--- config.mk ---
export PLATFORM = sky130hd
export DESIGN_NAME = operand_queue_read_scheduler
export DESIGN_NICKNAME = d
export VERILOG_FILES = /design/src/rtl/ara_pkg.sv /design/src/rtl/opq_credit_counter.sv /design/src/rtl/operand_queue_read_scheduler.sv
export SDC_FILE = /design/constraint.sdc
export NUM_CORES = 1
export LEC_CHECK = 0
export CORE_UTILIZATION = 62
export CTS_BUF_LIST = sky130_fd_sc_hd__clkbuf_16
export DETAILED_ROUTE_END_ITERATION = 12
export PLACE_DENSITY = 0.87
export SLEW_MARGIN = 20
export SYNTH_ARGS = -nofsm -noshare
export SYNTH_HDL_FRONTEND = slang
export SYNTH_SLANG_ARGS = --single-unit
--- constraint.sdc ---
create_clock -name clk_i -period 11.1 [get_ports clk_i]
set_input_delay 1.665 -clock clk_i [delete_from_list [all_inputs] [get_ports clk_i]]
set_output_delay 1.665 -clock clk_i [all_outputs]
set_load 0.05 [all_outputs]
--- src/rtl/ara_pkg.sv ---
// ----------------------------------------------------------------------------
// ara_pkg: shared queue enumeration and scheduler types.  Rev 1.0
// ----------------------------------------------------------------------------
`default_nettype none

package ara_pkg;

  localparam int unsigned NrOperandQueues = 9;
  localparam int unsigned SchedLenWidth   = 16;

  typedef enum logic [3:0] {
    AluA,
    AluB,
    AluC,
    MulFPUA,
    MulFPUB,
    MulFPUC,
    MaskB,
    MaskM,
    SlideAddrGenA
  } opqueue_e;

  typedef logic [SchedLenWidth-1:0] sched_len_t;

  typedef enum logic [0:0] {
    QIdle   = 1'b0,
    QActive = 1'b1
  } sched_state_e;

endpackage

`default_nettype wire

--- src/rtl/opq_credit_counter.sv ---
// ----------------------------------------------------------------------------
// opq_credit_counter: per-queue buffer credit, saturating at Depth.  Rev 1.0
// ----------------------------------------------------------------------------
`default_nettype none

module opq_credit_counter
  import ara_pkg::*;
#(
  parameter int unsigned Depth = 5
) (
  input  logic clk_i,
  input  logic rst_i,
  input  logic inc_i,
  input  logic dec_i,
  output logic nonzero_o
);

  localparam int unsigned CreditWidth = $clog2(Depth + 1);
  localparam logic [CreditWidth-1:0] CreditMax = CreditWidth'(Depth);

  logic [CreditWidth-1:0] credit_q, credit_d;

  always_comb begin
    credit_d = credit_q;
    if (inc_i && !dec_i) begin
      if (credit_q != CreditMax) credit_d = credit_q + CreditWidth'(1);
    end else if (dec_i && !inc_i) begin
      if (credit_q != '0) credit_d = credit_q - CreditWidth'(1);
    end
  end

  always_ff @(posedge clk_i or posedge rst_i) begin
    if (rst_i) credit_q <= CreditMax;
    else       credit_q <= credit_d;
  end

  assign nonzero_o = (credit_q != '0);

  // A pop returned while the queue already holds every credit means the queue broke protocol.
  always @(posedge clk_i) begin
    if (!rst_i) assert (!(inc_i && !dec_i && (credit_q == CreditMax)));
  end

endmodule

`default_nettype wire

--- src/rtl/operand_queue_read_scheduler.sv ---
// ----------------------------------------------------------------------------
// operand_queue_read_scheduler: round-robin, credit-gated VRF read sharing.  Rev 1.0
// ----------------------------------------------------------------------------
`default_nettype none

module operand_queue_read_scheduler
  import ara_pkg::*;
#(
  parameter  int unsigned NrQueues = NrOperandQueues,
  parameter  int unsigned Depth    = 5,
  parameter  int unsigned LenWidth = SchedLenWidth,
  localparam int unsigned IdxWidth = (NrQueues > 1) ? $clog2(NrQueues) : 1
) (
  input  logic                         clk_i,
  input  logic                         rst_i,
  input  logic [NrQueues-1:0]          req_valid_i,
  input  logic [NrQueues*LenWidth-1:0] req_len_i,
  output logic [NrQueues-1:0]          req_ready_o,
  output logic                         vrf_req_valid_o,
  output logic [IdxWidth-1:0]          vrf_req_queue_o,
  input  logic                         vrf_req_ready_i,
  output logic [NrQueues-1:0]          operand_issued_o,
  input  logic [NrQueues-1:0]          operand_consumed_i,
  output logic [NrQueues-1:0]          burst_done_o
);

  localparam int unsigned SumWidth = IdxWidth + 1;
  localparam logic [SumWidth-1:0] NrQ     = SumWidth'(NrQueues);
  localparam logic [IdxWidth-1:0] LastIdx = IdxWidth'(NrQueues - 1);

  sched_state_e        state_q     [NrQueues];
  sched_state_e        state_d     [NrQueues];
  logic [LenWidth-1:0] remaining_q [NrQueues];
  logic [LenWidth-1:0] remaining_d [NrQueues];
  logic [IdxWidth-1:0] rr_ptr_q, rr_ptr_d;
  logic [NrQueues-1:0] done_q, done_d;

  logic [NrQueues-1:0] credit_nz, eligible, rotated, issued;
  logic [IdxWidth-1:0] grant;
  logic                found;
  logic                handshake;

  // Both operands are below NrQueues, so one conditional subtraction wraps the sum.
  function automatic logic [IdxWidth-1:0] wrap_add(input logic [IdxWidth-1:0] a,
                                                   input logic [IdxWidth-1:0] b);
    logic [SumWidth-1:0] s;
    s = {1'b0, a} + {1'b0, b};
    if (s >= NrQ) s = s - NrQ;
    return s[IdxWidth-1:0];
  endfunction

  always_comb begin
    for (int q = 0; q < NrQueues; q++) begin
      eligible[q]    = (state_q[q] == QActive) && credit_nz[q];
      req_ready_o[q] = (state_q[q] == QIdle);
    end
  end

  always_comb begin
    rotated = '0;
    grant   = '0;
    found   = 1'b0;
    for (int i = 0; i < NrQueues; i++) begin
      rotated[i] = eligible[wrap_add(rr_ptr_q, IdxWidth'(i))];
    end
    for (int i = 0; i < NrQueues; i++) begin
      if (rotated[i] && !found) begin
        found = 1'b1;
        grant = wrap_add(rr_ptr_q, IdxWidth'(i));
      end
    end
  end

  assign vrf_req_valid_o = |eligible;
  assign vrf_req_queue_o = grant;
  assign handshake       = vrf_req_valid_o && vrf_req_ready_i;

  always_comb begin
    for (int q = 0; q < NrQueues; q++) begin
      issued[q] = handshake && (grant == IdxWidth'(q));
    end
  end

  assign operand_issued_o = issued;
  assign burst_done_o     = done_q;

  always_comb begin
    rr_ptr_d = rr_ptr_q;
    done_d   = '0;
    for (int q = 0; q < NrQueues; q++) begin
      state_d[q]     = state_q[q];
      remaining_d[q] = remaining_q[q];
      case (state_q[q])
        QIdle: begin
          if (req_valid_i[q]) begin
            if (req_len_i[q*LenWidth +: LenWidth] == '0) begin
              done_d[q] = 1'b1;
            end else begin
              state_d[q]     = QActive;
              remaining_d[q] = req_len_i[q*LenWidth +: LenWidth];
            end
          end
        end
        QActive: begin
          if (issued[q]) begin
            remaining_d[q] = remaining_q[q] - LenWidth'(1);
            if (remaining_q[q] == LenWidth'(1)) begin
              state_d[q] = QIdle;
              done_d[q]  = 1'b1;
            end
          end
        end
        default: state_d[q] = QIdle;
      endcase
    end
    if (handshake) rr_ptr_d = (grant == LastIdx) ? '0 : grant + IdxWidth'(1);
  end

  always_ff @(posedge clk_i or posedge rst_i) begin
    if (rst_i) begin
      for (int q = 0; q < NrQueues; q++) begin
        state_q[q]     <= QIdle;
        remaining_q[q] <= '0;
      end
      rr_ptr_q <= '0;
      done_q   <= '0;
    end else begin
      for (int q = 0; q < NrQueues; q++) begin
        state_q[q]     <= state_d[q];
        remaining_q[q] <= remaining_d[q];
      end
      rr_ptr_q <= rr_ptr_d;
      done_q   <= done_d;
    end
  end

  for (genvar q = 0; q < NrQueues; q++) begin : g_credit
    opq_credit_counter #(
      .Depth(Depth)
    ) i_credit (
      .clk_i    (clk_i),
      .rst_i    (rst_i),
      .inc_i    (operand_consumed_i[q]),
      .dec_i    (issued[q]),
      .nonzero_o(credit_nz[q])
    );
  end

endmodule

`default_nettype wire

Word-level counts from Yosys, hierarchy flattened
Cells that the tools add are included.
Widths: inputs -> output; s select.
Word-level totals
  register bits: 193
  bits in latches: 0
  RAM bits: 0
  bits in read-only memories: 0
  bits of input ports: 165
  output and inout port bits: 32
  word-level logic and storage cells: 497
  memories kept: 0
Cells by class
  add/subtract/negate cells: 45
  multipliers: 0
  divide/modulo/power cells: 0
  $lt $le $gt $ge: 18
  eq/ne operators: 62
  shift operators: 0
  multiplexer cells: 207
  bitwise operators: 9
  reduce and logical (&&, ||, !) cells: 127
Operator list (count)
  $mux 16: 27
  $pmux 16 s2: 9
  $eq 16x1->1 const B: 9
  $logic_not 16->1: 9
  $sub 16x1->16 const B: 9
  $mux 3: 36
  $mux 1: 89
  $mux 4: 19
  $ne 2x2->1 const B: 27
  $reduce_and 3->1: 18
  $logic_and 1x1->1: 45
  $lt 4x5->1 const B: 9
  $ge 5x4->1 const B: 8
  $bmux 1 s4: 9
  $pmux 1 s2: 18
  $reduce_bool 2->1: 18
  $sub 4x4->4 const B: 9
  $add 3x1->3 const B: 9
  $ne 3x3->1 const B: 9
  $reduce_bool 3->1: 9
  $sub 3x1->3 const B: 9
  $logic_not 1->1: 26
  $add 4x3->5 const B: 4
  $ne 2x1->1 const B: 9
  other kinds (12): 25

Logic depth before layout (Yosys ltp)
  depth in word-level cells: 35
  gate-level depth with buffers: 32
  depth with buffers taken out: 28

Cells and area by module
Synthesis repeated with hierarchy kept, for this count alone.
Unflattened totals
  cell total of the unflattened synthesis: 2141
  area, all modules: 17077.6 um^2
By module, submodules not included
  operand_queue_read_scheduler: times used 1, cells each 1878, area an instance 14642.8 um^2, sequential area each 4154.0 um^2
  opq_credit_counter (g_credit[2].i_credit ...): times used 7, cells each 29, area an instance 265.3 um^2, sequential area each 77.6 um^2
  opq_credit_counter (g_credit[0].i_credit ...): times used 2, cells each 30, area an instance 289.0 um^2, sequential area each 77.6 um^2

Worst setup path after synthesis
OpenSTA, ideal clock, no wires.
  path type: reg-to-output
  start point: register rr_ptr_q[1]
  end point: output operand_issued_o[3]
  arrival time: 6457 ps
  required time: 9435 ps
  path slack: 2978 ps
  stages on the path, launching flop included: 22
  buffers on the path: 4
  cells stage by stage: dfrtp_1 > clkbuf_1 > clkinv_1 > ha_1 > buf_6 > nand2b_4 > a21oi_4 > mux2i_1 > mux4_2 > a2bb2oi_4 > or4b_1 > buf_2 > or4_1 > o211ai_1 > o41ai_1 > a32oi_1 > ha_1 > inv_1 > nor2_1 > nand4_2 > inv_1 > buf_4
On the way
  cells in the longest elaborated chain, start to end: 31
  elaborated cells on any way between the ends: 88
  classes of those cells: add/sub: 17; order compare: 9; eq/ne: 1; mux: 44; reduce/logical: 17
RTL lines
  from (decl): line operand_queue_read_scheduler.sv:35  | logic [IdxWidth-1:0] rr_ptr_q, rr_ptr_d;
  from (signal assigned): line operand_queue_read_scheduler.sv:132  | rr_ptr_q <= rr_ptr_d;
  parallel branches: the longest is 28 deep, another holds $add 4x1->5
  $mux 4 *: line operand_queue_read_scheduler.sv:67  | if (rotated[i] && !found) begin
  named net vrf_req_queue_o[0]: line operand_queue_read_scheduler.sv:20  | output logic [IdxWidth-1:0] vrf_req_queue_o,
  $eq 4x2->1 *: line operand_queue_read_scheduler.sv:80  | issued[q] = handshake && (grant == IdxWidth'(q));
  $logic_and 1x1->1 *: line operand_queue_read_scheduler.sv:80
  to (decl): line operand_queue_read_scheduler.sv:22  | output logic [NrQueues-1:0] operand_issued_o,
Mark *: on every way through the listed nets, which the timed path passes. The select of a mux whose other input is x is not followed.

Worst setup path in the final report
  start point: register rr_ptr_q[1]
  end point: output operand_issued_o[1]
On the way
  cells in the longest elaborated chain, start to end: 31
  elaborated cells on any way between the ends: 88
  classes of those cells: add/sub: 17; order compare: 9; eq/ne: 1; mux: 44; reduce/logical: 17
RTL lines (line)
  parallel branches: the longest is 28 deep, another holds $add 4x1->5
  $mux 4 *: operand_queue_read_scheduler.sv:67
  $eq 4x1->1 *: operand_queue_read_scheduler.sv:80
  $logic_and 1x1->1 *: operand_queue_read_scheduler.sv:80
Mark *: on every way between the ends. The select of a mux whose other input is x is not followed.

==> run summary <==
Result of the run -> finished, final reports clean
Yosys warns -> 0
Pleak -> 0.00751 uW
All-layer global routing usage -> 0.364
Total of flip-flops plus latches after synthesis -> 193
Arrival time of data at the critical path endpoint -> 8.20 ns
Crit Reg-Reg Startpoint -> rr_ptr_q[1]
Net count, final -> 2420
Setup total negative slack -> 0 ns
Effective utilization at floorplan -> 0.632
Detailed-routing iteration count for the pre-antenna-repair pass -> 9
Area of the die -> 0.0272 mm^2
Fraction of synthesis flops using an asynchronous set or reset pin -> 1.00
Worst-path maximum fanout -> 17
Reg-to-reg setup timing slack -> 2.99 ns
Aggregate routed wire length -> 49400 um
Placement-stage worst setup slack -> 1.93 ns
Synth area leaders -> sky130_fd_sc_hd__dfrtp_1 27%, sky130_fd_sc_hd__ha_1 5.3%, sky130_fd_sc_hd__nand2_1 5.2%, sky130_fd_sc_hd__nor2_1 4.2%, sky130_fd_sc_hd__a21oi_1 4.0%
Number of routed nets with antenna violations -> 0
Total number of H-tree levels -> 4
Final Max Slew Viols -> 0
Core region area -> 0.0261 mm^2
Slew margin rel. -> 0.309
Number of buffers added for setup after CTS -> 0
Clock Sink Count -> 193
Number of design-rule violations left by the first detailed-router iteration -> 2169
Area taken by multi-input logic gates -> 0.0107 mm^2
Count of final setup violators -> 0
Final worst path period need -> 9.86 ns
Number of synthesized flops with an enable pin -> 0
Maximum number of pins on one net before global-route repair -> 117
Terminus of the critical flop-to-flop path -> remaining_q[117]
Max capacitance violation total -> 0
Number of top-level pins -> 197
Max Freq -> 0.101 GHz
Classification of the worst-slack hold path -> flop to flop
Nature of the critical path startpoint -> flop
Post-detailed-route via-to-cell ratio -> 6.82
Worst IR drop on VDD -> 0.368 mV
Post-synthesis cell type count -> 102
Max Root-Sink Buffers -> 2
Area share of the leading cell type in the synthesized netlist -> 0.266
Post-detailed-route DRC marker count -> 0
Vias in the first global route -> 15800
Post-CTS resize count -> 0
Primary flip-flop cell chosen by synthesis mapping -> sky130_fd_sc_hd__dfrtp_1
Synthesized area -> 0.0165 mm^2
Number of placed instances, taps included -> 2501
Total count of hold-check failures in the final report -> 0
Setup repair after global routing missed its margin -> false
Area leader, netlist -> sky130_fd_sc_hd__dfrtp_1
Final worst-path setup slack -> 1.24 ns
Sequential Area -> 0.00485 mm^2
Class of the most critical setup path -> flop to output port
First-pass GRT wire length -> 79500 um
Post-synthesis sequential area ratio -> 0.295
Count of fill cells added during filler insertion -> 2042
Clk Latency, worst-skew pair -> 0.45 ns
Area Overhead vs Synth -> 15.5%
Number of buffer cells added on primary ports -> 196
Hold path endpoint -> remaining_q[10]
Weighted congestion reported at the end of routability-driven placement -> 1.00
Pwr Total -> 6920 uW
Hold path start -> remaining_q[10]
Die outline height -> 165 um
Share of the cycle needed by the critical path after routing -> 0.888
Post-route non-filler standard cell count -> 2534
Via count -> 17300
Clock tree from TritonCTS -> yes
Nets in the synthesized netlist -> 2315
CP endpoint kind -> output port
Hold slack -> 0.495 ns
Number of cells traversed by the worst hold path -> 1
Half-perimeter wire length of the detailed placement result -> 36000 um
Worst Clk Skew -> 0.0184 ns
Share of cells above drive strength 1 -> 0.0628
Chip Width -> 165 um
Antenna violations before repair -> 1
Worst reg-to-reg path cell count -> 18
Number of standard cells after synthesis -> 2080
Data required time of the critical path -> 9.44 ns
Clock-pin slew reported for the worst setup and hold paths after clock tree synthesis -> 0.09 ns
Wire length per cell -> 19.5 um
Total CTS buffers -> 17
Synthesized area per cell -> 7.92 um^2
Std-Cell Rows -> 59
Power Dens Cells -> 364 mW/mm^2
Worst Max-Slew Pin Slew -> 1.03 ns
Post-CTS Hold Buffers -> 0
CTS root buf -> sky130_fd_sc_hd__clkbuf_16
Total overflow reported by the global router -> 0
## through the flow
stage          utilization  cell area [um^2]
4_1_cts              0.729             19000
3_5_place_dp         0.706             18400
5_1_grt              0.730             19000
3_3_place_gp         0.706             18400
6_report             0.730             19000
2_1_floorplan            -             16500
## worst max-delay path, stage by stage, from the launching register on
cell                              delay (ns)
sky130_fd_sc_hd__dfrtp_1                0.77
sky130_fd_sc_hd__clkinv_1               0.66
sky130_fd_sc_hd__ha_1                   0.54
sky130_fd_sc_hd__nand2b_4               0.20
sky130_fd_sc_hd__a21oi_4                0.27
sky130_fd_sc_hd__mux2i_1                0.43
sky130_fd_sc_hd__mux4_2                 0.61
sky130_fd_sc_hd__a2bb2oi_4              0.22
sky130_fd_sc_hd__or4b_1                 0.62
sky130_fd_sc_hd__or3_1                  0.59
sky130_fd_sc_hd__nor2_1                 0.16
sky130_fd_sc_hd__nand2_1                0.06
sky130_fd_sc_hd__a32oi_1                0.53
sky130_fd_sc_hd__ha_1                   0.28
sky130_fd_sc_hd__and3_1                 0.16
sky130_fd_sc_hd__nand4_1                0.47
sky130_fd_sc_hd__inv_1                  0.30
sky130_fd_sc_hd__clkdlybuf4s50_1        0.86
## Yosys cell counts, drive strengths merged (12+ instances only)
cell / count
nand2b: 32
dfrtp: 175
a32oi: 14
a21o: 12
o21a: 13
xnor2: 33
nor4: 74
o311ai: 17
nand4: 29
nor2: 190
dfstp: 18
or3: 30
o211ai: 43
a221o: 13
a31oi: 36
a311oi: 24
and3: 21
a21oi: 136
o22a: 14
nor2b: 18
or4: 16
ha: 70
a211oi: 30
nor3: 96
mux2i: 37
o31ai: 25
or2: 12
o21ai: 112
o22ai: 19
nand3: 71
o31a: 17
nand2: 231
nand3b: 15
clkbuf: 83
inv: 79
buf: 42
and2: 19
## power by group
part	internal [uW]	total, uW	switching (uW)
Clock	309	655	346
Sequential	958	1270	309
Combinational	1780	4990	3210
## worst max-delay path by stage
stage	startpoint	slack (ns)	end
final	rr_ptr_q[1]	1.24	operand_issued_o[1]
after global placement	rr_ptr_q[1]	2.16	operand_issued_o[1]
after CTS	rr_ptr_q[1]	1.46	operand_issued_o[1]
after detailed placement	rr_ptr_q[1]	1.93	operand_issued_o[1]
after floorplan	rr_ptr_q[1]	2.98	operand_issued_o[3]
after global routing	rr_ptr_q[1]	0.67	operand_issued_o[1]
## flip-flops by register name, indices dropped and copies added (netlist names)
signal                      flops
remaining_q                   144
g_credit.i_credit.credit_q     27
burst_done_o                    9
rr_ptr_q                        4
state_q                         9
## final cells by class
class / instances / area share
diodes: 1 / 0.000132
inverters: 85 / 0.0172
multi-input cells: 1677 / 0.564
flip-flops and latches: 193 / 0.255
repair buffers: 211 / 0.109
clock inverters: 15 / 0.00941
well taps: 335 / 0.0220
clock buffers: 17 / 0.0224
## layer usage
metal,track usage,part of all wire
met1,0.498,0.43
met2,0.578,0.46
met3,0.0653,0.084
met4,0.126,0.027
met5,0,0
## cells in the final DEF (no fill, tap or decap), drive strengths merged, types with 19 or more instances in the layout
cell type | synthesis | final
o21ai | 112 | 112
nor2 | 190 | 190
dfrtp | 175 | 175
nand2 | 231 | 231
o211ai | 43 | 43
nand4 | 29 | 29
a211oi | 30 | 30
mux2i | 37 | 37
inv | 79 | 88
a311oi | 24 | 24
clkdlybuf4s50 | 0 | 196
and2 | 19 | 19
o22ai | 19 | 19
ha | 70 | 70
a31oi | 36 | 36
xnor2 | 33 | 33
nand2b | 32 | 32
nor4 | 74 | 74
a21oi | 136 | 136
o31ai | 25 | 25
nand3 | 71 | 71
nor3 | 96 | 96
or3 | 30 | 30
and3 | 21 | 21
## cell families after synthesis
family	after synthesis	synth area share
xor gates and xnor gates	39	0.0207
AOI/OAI and AO/OA	635	0.274
buffers and inverters	210	0.0539
muxes	49	0.0328
adders and majority gates	70	0.0532
DFF	193	0.295
and+or+nand+nor	884	0.271
(Power assumes the default switching activity.)
